==> src/rtl/riscv_configs.v <==
// Core-wide constants shared by the RV32I pipeline blocks.
`ifndef RISCV_CONFIGS_V
`define RISCV_CONFIGS_V
`define XLEN 32
`define RISCV_NOP 32'h0000_0013
`endif

==> src/rtl/riscv_fetch_buffer_pkg.sv <==
// Types and helpers shared by the fetch buffer and its storage FIFO.
`ifndef RISCV_CONFIGS_V
`define RISCV_CONFIGS_V
`define XLEN 32
`define RISCV_NOP 32'h0000_0013
`endif

package riscv_fetch_buffer_pkg;

    localparam int XLEN = `XLEN;
    localparam logic [XLEN-1:0] NOP = `RISCV_NOP;

    // Instruction in the upper half so a {word, pc} concatenation packs directly.
    typedef struct packed {
        logic [XLEN-1:0] instr;
        logic [XLEN-1:0] pc;
    } fetch_entry_t;

    function automatic logic [XLEN-1:0] word_align(input logic [XLEN-1:0] addr);
        return {addr[XLEN-1:2], 2'b00};
    endfunction

endpackage

==> src/rtl/riscv_fetch_fifo.sv <==
// Circular DEPTH-entry store of fetched {instruction, pc} pairs with level
// tracking and a synchronous clear used for redirect flushes.
`ifndef RISCV_CONFIGS_V
`define RISCV_CONFIGS_V
`define XLEN 32
`define RISCV_NOP 32'h0000_0013
`endif

module riscv_fetch_fifo
    import riscv_fetch_buffer_pkg::*;
#(
    parameter int DEPTH = 4
) (
    input  logic                       clk_i,
    input  logic                       rst_ni,
    input  logic                       clr_i,
    input  logic                       push_i,
    input  fetch_entry_t               wdata_i,
    input  logic                       pop_i,
    output fetch_entry_t               rdata_o,
    output logic [$clog2(DEPTH):0]     level_o
);

    localparam int AW = $clog2(DEPTH);
    localparam int LW = AW + 1;

    logic [AW-1:0] rptr_q, rptr_d;
    logic [AW-1:0] wptr_q, wptr_d;
    logic [LW-1:0] level_q, level_d;
    logic          empty, full;
    logic          push_ok, pop_ok;
    fetch_entry_t  mem_q [DEPTH];

    assign empty   = (level_q == '0);
    assign full    = (level_q == LW'(DEPTH));
    assign push_ok = push_i && !full;
    assign pop_ok  = pop_i && !empty;

    always_comb begin
        rptr_d  = rptr_q;
        wptr_d  = wptr_q;
        level_d = level_q;
        if (clr_i) begin
            rptr_d  = '0;
            wptr_d  = '0;
            level_d = '0;
        end else begin
            if (push_ok) wptr_d = wptr_q + AW'(1);
            if (pop_ok)  rptr_d = rptr_q + AW'(1);
            case ({push_ok, pop_ok})
                2'b10:   level_d = level_q + LW'(1);
                2'b01:   level_d = level_q - LW'(1);
                default: level_d = level_q;
            endcase
        end
    end

    always_ff @(posedge clk_i or negedge rst_ni) begin
        if (!rst_ni) begin
            rptr_q  <= '0;
            wptr_q  <= '0;
            level_q <= '0;
        end else begin
            rptr_q  <= rptr_d;
            wptr_q  <= wptr_d;
            level_q <= level_d;
        end
    end

    // Storage needs no reset: level gates every read that matters.
    always_ff @(posedge clk_i) begin
        if (push_ok && !clr_i) begin
            mem_q[wptr_q] <= wdata_i;
        end
    end

    assign rdata_o = mem_q[rptr_q];
    assign level_o = level_q;

endmodule

==> src/rtl/riscv_fetch_buffer.sv <==
// Instruction prefetch queue between synchronous imem and decode.
// Optional same-cycle forwarding when empty: define RISCV_FETCH_BYPASS_EN.
`ifndef RISCV_CONFIGS_V
`define RISCV_CONFIGS_V
`define XLEN 32
`define RISCV_NOP 32'h0000_0013
`endif

module riscv_fetch_buffer
    import riscv_fetch_buffer_pkg::*;
#(
    parameter int                DEPTH    = 4,
    parameter logic [`XLEN-1:0]  RESET_PC = 32'h0000_0000
) (
    input  logic                    i_clk,
    input  logic                    i_rstn,
    output logic [`XLEN-1:0]        o_im_addr,
    output logic                    o_im_req,
    input  logic [`XLEN-1:0]        i_im_rd,
    output logic                    o_instr_valid,
    output logic [`XLEN-1:0]        o_instr,
    output logic [`XLEN-1:0]        o_pc,
    output logic [`XLEN-1:0]        o_pc_plus4,
    input  logic                    i_stall_d,
    input  logic                    i_redirect,
    input  logic [`XLEN-1:0]        i_redirect_pc,
    output logic [$clog2(DEPTH):0]  o_level
);

    localparam int LW = $clog2(DEPTH) + 1;

    logic [XLEN-1:0] fetch_pc_q, fetch_pc_d;
    logic [XLEN-1:0] resp_pc_q, resp_pc_d;
    logic [XLEN-1:0] last_pc_q, last_pc_d;
    logic            inflight_q, inflight_d;
    logic            killed_q, killed_d;

    logic [LW-1:0]   level;
    logic [LW-1:0]   occupancy;
    logic            im_req;
    logic            resp_ok;
    logic            head_valid;
    logic            bypass;
    logic            out_valid;
    logic            pop;
    logic            fifo_pop;
    logic            push;
    fetch_entry_t    head;
    fetch_entry_t    out_entry;

    // Credit counts the slot reserved by an outstanding response.
    assign occupancy = level + LW'(inflight_q);
    assign im_req    = i_rstn && (occupancy < LW'(DEPTH));
    assign resp_ok   = inflight_q && !killed_q;
    assign head_valid = (level != '0);

`ifdef RISCV_FETCH_BYPASS_EN
    assign bypass    = !head_valid && resp_ok;
    assign out_entry = head_valid ? head : {i_im_rd, resp_pc_q};
`else
    assign bypass    = 1'b0;
    assign out_entry = head;
`endif

    assign out_valid = head_valid || bypass;
    assign pop       = out_valid && !i_stall_d && !i_redirect;
    assign fifo_pop  = pop && head_valid;
    // A forwarded word that decode takes is never stored.
    assign push      = resp_ok && !i_redirect && !(bypass && pop);

    riscv_fetch_fifo #(
        .DEPTH (DEPTH)
    ) u_fifo (
        .clk_i   (i_clk),
        .rst_ni  (i_rstn),
        .clr_i   (i_redirect),
        .push_i  (push),
        .wdata_i ({i_im_rd, resp_pc_q}),
        .pop_i   (fifo_pop),
        .rdata_o (head),
        .level_o (level)
    );

    always_comb begin
        fetch_pc_d = fetch_pc_q;
        resp_pc_d  = resp_pc_q;
        inflight_d = im_req;
        killed_d   = i_redirect;
        last_pc_d  = o_pc;
        if (i_redirect) begin
            fetch_pc_d = word_align(i_redirect_pc);
        end else if (im_req) begin
            fetch_pc_d = fetch_pc_q + XLEN'(4);
        end
        if (im_req) begin
            resp_pc_d = fetch_pc_q;
        end
    end

    always_ff @(posedge i_clk or negedge i_rstn) begin
        if (!i_rstn) begin
            fetch_pc_q <= RESET_PC;
            resp_pc_q  <= '0;
            last_pc_q  <= '0;
            inflight_q <= 1'b0;
            killed_q   <= 1'b0;
        end else begin
            fetch_pc_q <= fetch_pc_d;
            resp_pc_q  <= resp_pc_d;
            last_pc_q  <= last_pc_d;
            inflight_q <= inflight_d;
            killed_q   <= killed_d;
        end
    end

    assign o_im_addr     = fetch_pc_q;
    assign o_im_req      = im_req;
    assign o_instr_valid = out_valid;
    assign o_instr       = out_valid ? out_entry.instr : NOP;
    // When empty the PC output keeps showing whatever decode last saw.
    assign o_pc          = out_valid ? out_entry.pc : last_pc_q;
    assign o_pc_plus4    = o_pc + XLEN'(4);
    assign o_level       = level;

endmodule

==> config.mk <==
export PLATFORM = sky130hd
export DESIGN_NAME = riscv_fetch_buffer
export DESIGN_NICKNAME = d
export VERILOG_FILES = /design/src/rtl/riscv_configs.v /design/src/rtl/riscv_fetch_buffer_pkg.sv /design/src/rtl/riscv_fetch_fifo.sv /design/src/rtl/riscv_fetch_buffer.sv
export SDC_FILE = /design/constraint.sdc
export NUM_CORES = 1
export LEC_CHECK = 0
export CORE_ASPECT_RATIO = 1.5
export CORE_MARGIN = 2
export CORE_UTILIZATION = 45
export CTS_BUF_LIST = sky130_fd_sc_hd__clkbuf_16
export CTS_CLUSTER_SIZE = 24
export DETAILED_ROUTE_END_ITERATION = 16
export PLACE_DENSITY_LB_ADDON = 0.25
export SLEW_MARGIN = 20
export SYNTH_ARGS = -nofsm -noshare
export SYNTH_HDL_FRONTEND = slang
export SYNTH_HIERARCHICAL = 1
export SYNTH_SLANG_ARGS = --single-unit
==> constraint.sdc <==
create_clock -name i_clk -period 4.4 [get_ports i_clk]
set_input_delay 0.44 -clock i_clk [delete_from_list [all_inputs] [get_ports i_clk]]
set_output_delay 0.44 -clock i_clk [all_outputs]
set_load 0.02 [all_outputs]
== After elaboration in Yosys (flattened, before gate mapping) ==
Memories as Yosys holds them, arrays and structs flattened.
Index checks and enable logic that the tools add are counted.

* $add $sub $neg: 7
* $lt $le $gt $ge: 1
* Equal/unequal tests: 3
* Muxes and demuxes: 12
* Reductions and logical operators: 20

{| class="wikitable"
|+ Operator list
! cell !! count
|-
| $mux 32 || 4
|-
| $add 32x3->32 const B || 2
|-
| $logic_and 1x1->1 || 9
|-
| $mux 2 || 4
|-
| $pmux 3 s2 || 1
|-
| $reduce_bool 2->1 || 3
|-
| $reduce_bool 3->1 || 2
|-
| $logic_not 1->1 || 5
|-
| $add 2x1->2 const B || 2
|-
| $add 3x1->3 || 1
|-
| $add 3x1->3 const B || 1
|-
| $eq 3x3->1 const B || 1
|-
| $logic_not 3->1 || 1
|-
| $lt 3x3->1 const B || 1
|-
| $mux 3 || 1
|-
| $sub 3x1->3 const B || 1
|-
| $eq 2x1->1 const B || 1
|-
| $eq 2x2->1 const B || 1
|-
| $mux 1 || 2
|}

* Bits in registers: 105
* Memory bits (writable): 256
* Input port bits: 68
* Output and inout bits: 133
* Logic and storage cells: 52
* Memories kept: 1

{| class="wikitable"
|+ Memory list
! memory !! words !! width !! rd ports !! clocked after memory_dff !! write ports !! line !! RTL
|-
| u_fifo.mem_q || 4 || 64 || 1 || 0 || 1 || riscv_fetch_fifo.sv:32 || <nowiki>fetch_entry_t mem_q [DEPTH];</nowiki>
|}

== Logic depth before layout (Yosys ltp) ==
* Depth in word-level cells: 8
* Depth in mapped cells: 14
* Depth with buffers taken out: 10

== Modules after synthesis ==
Netlist, hierarchy kept.

{| class="wikitable"
|+ Modules (own cells, without submodules)
! module !! times used !! cells each !! area an instance (µm²) !! seq. area each (µm²)
|-
| riscv_fetch_fifo || 1 || 397 || 9783.1 || 7862.5
|-
| riscv_fetch_buffer || 1 || 595 || 5237.5 || 2352.3
|}

== Worst setup path before layout ==
Ideal clock, no wire load.

* Path type: reg2out
* From: register u_fifo.level_q[1], in the netlist u_fifo/level_o[1]
* To: output port o_pc_plus4[26]
* Data arrival time: 3.896 ns
* Required time: 3.960 ns
* Path slack: 0.064 ns
* Stages on the path, launching flop included: 15
* Buffers on the path: 4
* Cells stage by stage: dfrtp_1 > nor3_4 > inv_2 > buf_6 > clkbuf_1 > clkbuf_1 > clkbuf_1 > nand2_1 > nand2_1 > ha_1 > nand3_1 > or3_1 > a222oi_1 > o211ai_1 > xnor2_1

* Longest elaborated chain between the ends: 3

{| class="wikitable"
|+ Ends and longest elaborated chain
! element !! line !! RTL
|-
| start: declaration || riscv_fetch_fifo.sv:29 || <nowiki>logic [LW-1:0] level_q, level_d;</nowiki>
|-
| start signal: assignment || riscv_fetch_fifo.sv:66 || <nowiki>level_q <= level_d;</nowiki>
|-
| $reduce_bool 3->1 || riscv_fetch_buffer.sv:55 || <nowiki>assign head_valid = (level != '0);</nowiki>
|-
| named net o_instr_valid || riscv_fetch_buffer.sv:20 || <nowiki>output logic o_instr_valid,</nowiki>
|-
| $mux 32 || riscv_fetch_buffer.sv:121 || <nowiki>assign o_pc = out_valid ? out_entry.pc : last_pc_q;</nowiki>
|-
| named net o_pc[3] || riscv_fetch_buffer.sv:22 || <nowiki>output logic [`XLEN-1:0] o_pc,</nowiki>
|-
| $add 32x3->32 || riscv_fetch_buffer.sv:122 || <nowiki>assign o_pc_plus4 = o_pc + XLEN'(4);</nowiki>
|-
| end: declaration || riscv_fetch_buffer.sv:23 || <nowiki>output logic [`XLEN-1:0] o_pc_plus4,</nowiki>
|}

The timed path passes the listed nets, and every way through them passes these cells.

==> qor.csv <==
stage;metric;value;unit
status;status;finished, final reports clean;
hold_path;Hold Path Class;primary input to async pin;
pwr;combinational share of power;14.9;%
layout;Area Growth Syn to Fin;24.80;%
setup_path;internal reg-to-reg setup slack;1.91;ns
pwr;Clk pwr share;36.3;%
setup_path;FF-to-FF End;o_im_addr[30];
drt;Avg WL per Cell;20.03;µm
yosys;Mapped Cells;992;
timing;Final Critical Period;4.198;ns
setup_path;worst path cell trace;buf_4, mux4_2, nand4_1, nor4_1, o22ai_1, buf_4, a2111oi_2, xor2_1, clkdlybuf4s50_1;
placed_design;placed inst area;17540;µm²
yosys;Yosys reg bits;357;
pwr;Max VDD drop;0.2339;mV
timing;Tightest Pin Transition;0.7143;ns
global_routing;initial antenna violation count;0;
placed_design;pre-CTS setup slack;0.3835;ns
timing;final setup TNS;0;ns
setup_path;startpoint types;flop;
layout;layout cells sized above 1;15.24;%
yosys;Synth Area per Inst;15.14;µm²
timing;Final Setup Violations;0;
placed_design;routability cong.;0.8674;
setup_path;R2R cell count;5;
drt;number of DRC markers in iteration 0;516;
clock_network;Num Clock Sinks;357;
pwr;Seq pwr share;48.7;%
setup_path;cell family with most CP delay;buffers and inverters;
timing;RSZ-0062 raised after global routing;true;
global_routing;Total GRT Usage;19.26;%
pwr;Int Pwr;0.006091;W
timing;Final Hold Viols;0;
setup_path;Max FO, Critical Path;12;
clock_network;total CTS buffers;35;
setup_path;worst r2r src;o_im_addr[9];
setup_path;WP buf/inv;3;
floorplan;die area;34890;µm²
yosys;EDFF count, synth;256;
clock_network;TritonCTS clock tree;done;
timing;relative slew slack;52.38;%
yosys;Seq/Total Area, Yosys;68.00;%
setup_path;critical path data arrival time;3.76;ns
timing;period utilization;95.42;%
clock_network;Longest Clk Path Bufs;3;
layout;design area;18750;µm²
floorplan;Die X;153.2;µm
pwr;Power Density;435.7;nW/µm²
timing;Final Max Slew Viols;0;
setup_path;Worst Setup SP;u_fifo/rptr_q[0];
clock_network;CTS HTree Levels;2;
timing;f_max;0.2382;GHz
yosys;Post-Syn Area;15020;µm²
pwr;Switching Share;25.43;%
drt;final WL;33260;µm
floorplan;Die Y;227.8;µm
floorplan;IO Pins;201;
timing;Max Clock Skew;0.02333;ns
setup_path;Setup CP Type;flop to output port;
clock_network;clk slew on worst S/H paths;0.06;ns
placed_design;IO buf count;196;
job;number of max-cap violations;0;
clock_network;CTS root buffer;clkbuf_16;
global_routing;largest net degree at the start of global routing;66;
layout;Nets;1289;
pwr;sw power;0.002077;W
setup_path;Worst path slowest cell;clkdlybuf4s50_1;
pwr;static leakage;6.537;nW
drt;antenna viol nets, final;0;
yosys;ys async rst share;28.29;%
floorplan;Core Region;33140;µm²
placed_design;Post-DP HPWL;22060;µm
timing;post-route setup slack;0.2015;ns
floorplan;row cnt;82;
setup_path;Req. time, crit path;3.96;ns
drt;Vias;8992;
floorplan;Initial Util;45.33;%
clock_network;worst-skew pair later-pin latency;0.53;ns
drt;DRC;0;
global_routing;vias in the first global route;9430;
layout;diode count;0;
yosys;Synth Warn #;6;
global_routing;Congestion Overflow GR;0;
drt;drt via density;5.417;
yosys;Netlist cell types;56;
setup_path;Max stage delay on crit path;0.64;ns
drt;Detailed Routing Iterations Pass 1;5;
global_routing;global-route wire length before repair;52340;µm
setup_path;most frequent CP cell;buf_4;
yosys;Top FF cell, synth;edfxtp_1;
setup_path;Crit. End Element;output port;
## cells by family after synthesis
logic type,share of synthesized area [%]
AO/OA/AOI/OAI,3.440
XOR/XNOR,3.207
adder cells (fa/ha/maj),0.6331
buffers and inverters,2.299
flip-flops,68.00
multiplexers,11.94
other,0.02497
AND/OR/NAND/NOR,10.45
## routing by layer
metal,vias to the layer above,GRT usage (%),share of wire (%),wire length (µm)
met3,54,3.248,5.2,1728
met4,0,6.510,2.7,904
li1,4164,-,-,-
met5,-,0,0,0
met2,282,34.18,52,17410
met1,4492,23.85,40,13220
## registers in the layout, indices dropped and copies added (netlist names)
register        count
u_fifo/mem_q      256
u_fifo/rptr_q       2
u_fifo/wptr_q       2
killed_q            1
inflight_q          1
u_fifo/level_o      3
o_im_addr          30
last_pc_q          32
resp_pc_q          30
## timing repair
action | in CTS | in global routing
gates resized for setup | 3 | 4
setup buffers | 0 | 1
pin swaps | 0 | 1
hold buffers | 1 | 0
hold endpoints to repair | 25 | 0
setup endpoints to repair | 7 | 11
## per-stage QoR
step / hold WS, ns / instances / total power, W / utilization [%]
3_5_place_dp: 0.4401 / 1595 / 0.005272 / 52.93
3_3_place_gp: 0.4390 / 1595 / 0.005252 / 52.93
6_report: 0.4317 / 1660 / 0.008167 / 56.57
5_1_grt: 0.4573 / 1660 / 0.008477 / 56.57
4_1_cts: 0.4157 / 1659 / 0.008249 / 56.49
2_1_floorplan: 0.1444 / 1001 / 0.004615 / -
## layout by cell type, fill, tap and decap left out, types with 26 or more instances in the layout
master           netlist  routed
clkbuf_16              0      36
dfrtp_1              101      99
and2_1                35      31
nand2_1              146     146
mux4_2                64      64
clkdlybuf4s50_1        0     192
edfxtp_1             256     256
o21ai_0               38      38
xnor2_1               38      38
buf_4                  7      26
nand3_1               31      31
## synthesized netlist by cell type (all sizes together) (2+ instances only)
cell     instances  area [µm²]
edfxtp         256        7687
nand2          146       548.0
xnor2           38       332.8
and3             2       12.51
clkbuf          26       97.59
xor2            17       148.9
nor2            25       93.84
and2            35       219.0
buf             24       172.7
mux4            64        1441
or2              3       18.77
ha               6       75.07
nor3b            3       22.52
or3              9       56.30
o21ai           40       200.2
nand2b           5       31.28
dfrtp          101        2527
a21oi            3       15.01
o211ai           2       15.01
nand3           31       155.2
a211oi           3       27.52
o31ai            5       37.54
nor3            26       141.4
or4              4       30.03
mux2            25       281.5
o22ai            3       18.77
nor4            11       68.82
nor4b            2       17.52
a2111oi          2       30.03
and4             3       26.28
a31oi           11       68.82
mux2i            7       70.07
nand4           18       112.6
a22oi            2       15.01
inv             20       75.07
## cell type report
class | count | area, µm²
fill | 2667 | 14390
tap | 420 | 525.5
inverter | 20 | 75.07
multi-input combinational | 574 | 4528
sequential | 357 | 10220
timing repair buffer | 226 | 2243
clock inverter | 27 | 252.7
clock buffer | 36 | 900.9
## how the worst max path moves through the flow
stage	to	slack [ns]	depth (start not counted)
6_report	o_pc_plus4[31]	0.20	9
3_3_place_gp	o_pc_plus4[28]	0.44	10
5_1_grt	o_pc_plus4[31]	-0.03	9
3_5_place_dp	o_pc_plus4[28]	0.38	10
4_1_cts	o_pc_plus4[31]	0.01	7
2_1_floorplan	o_pc_plus4[26]	0.06	14
## power by group through the flow
stage	Sequential [W]	Combinational [W]	Clock (W)
after floorplan	0.00402	0.000598	0
after global placement	0.00404	0.00122	0
after detailed placement	0.00405	0.00122	0
after CTS	0.00398	0.00123	0.00304
after global routing	0.00400	0.00131	0.00316
final	0.00398	0.00122	0.00297
No activity file was read; power rests on OpenSTA's default activity.
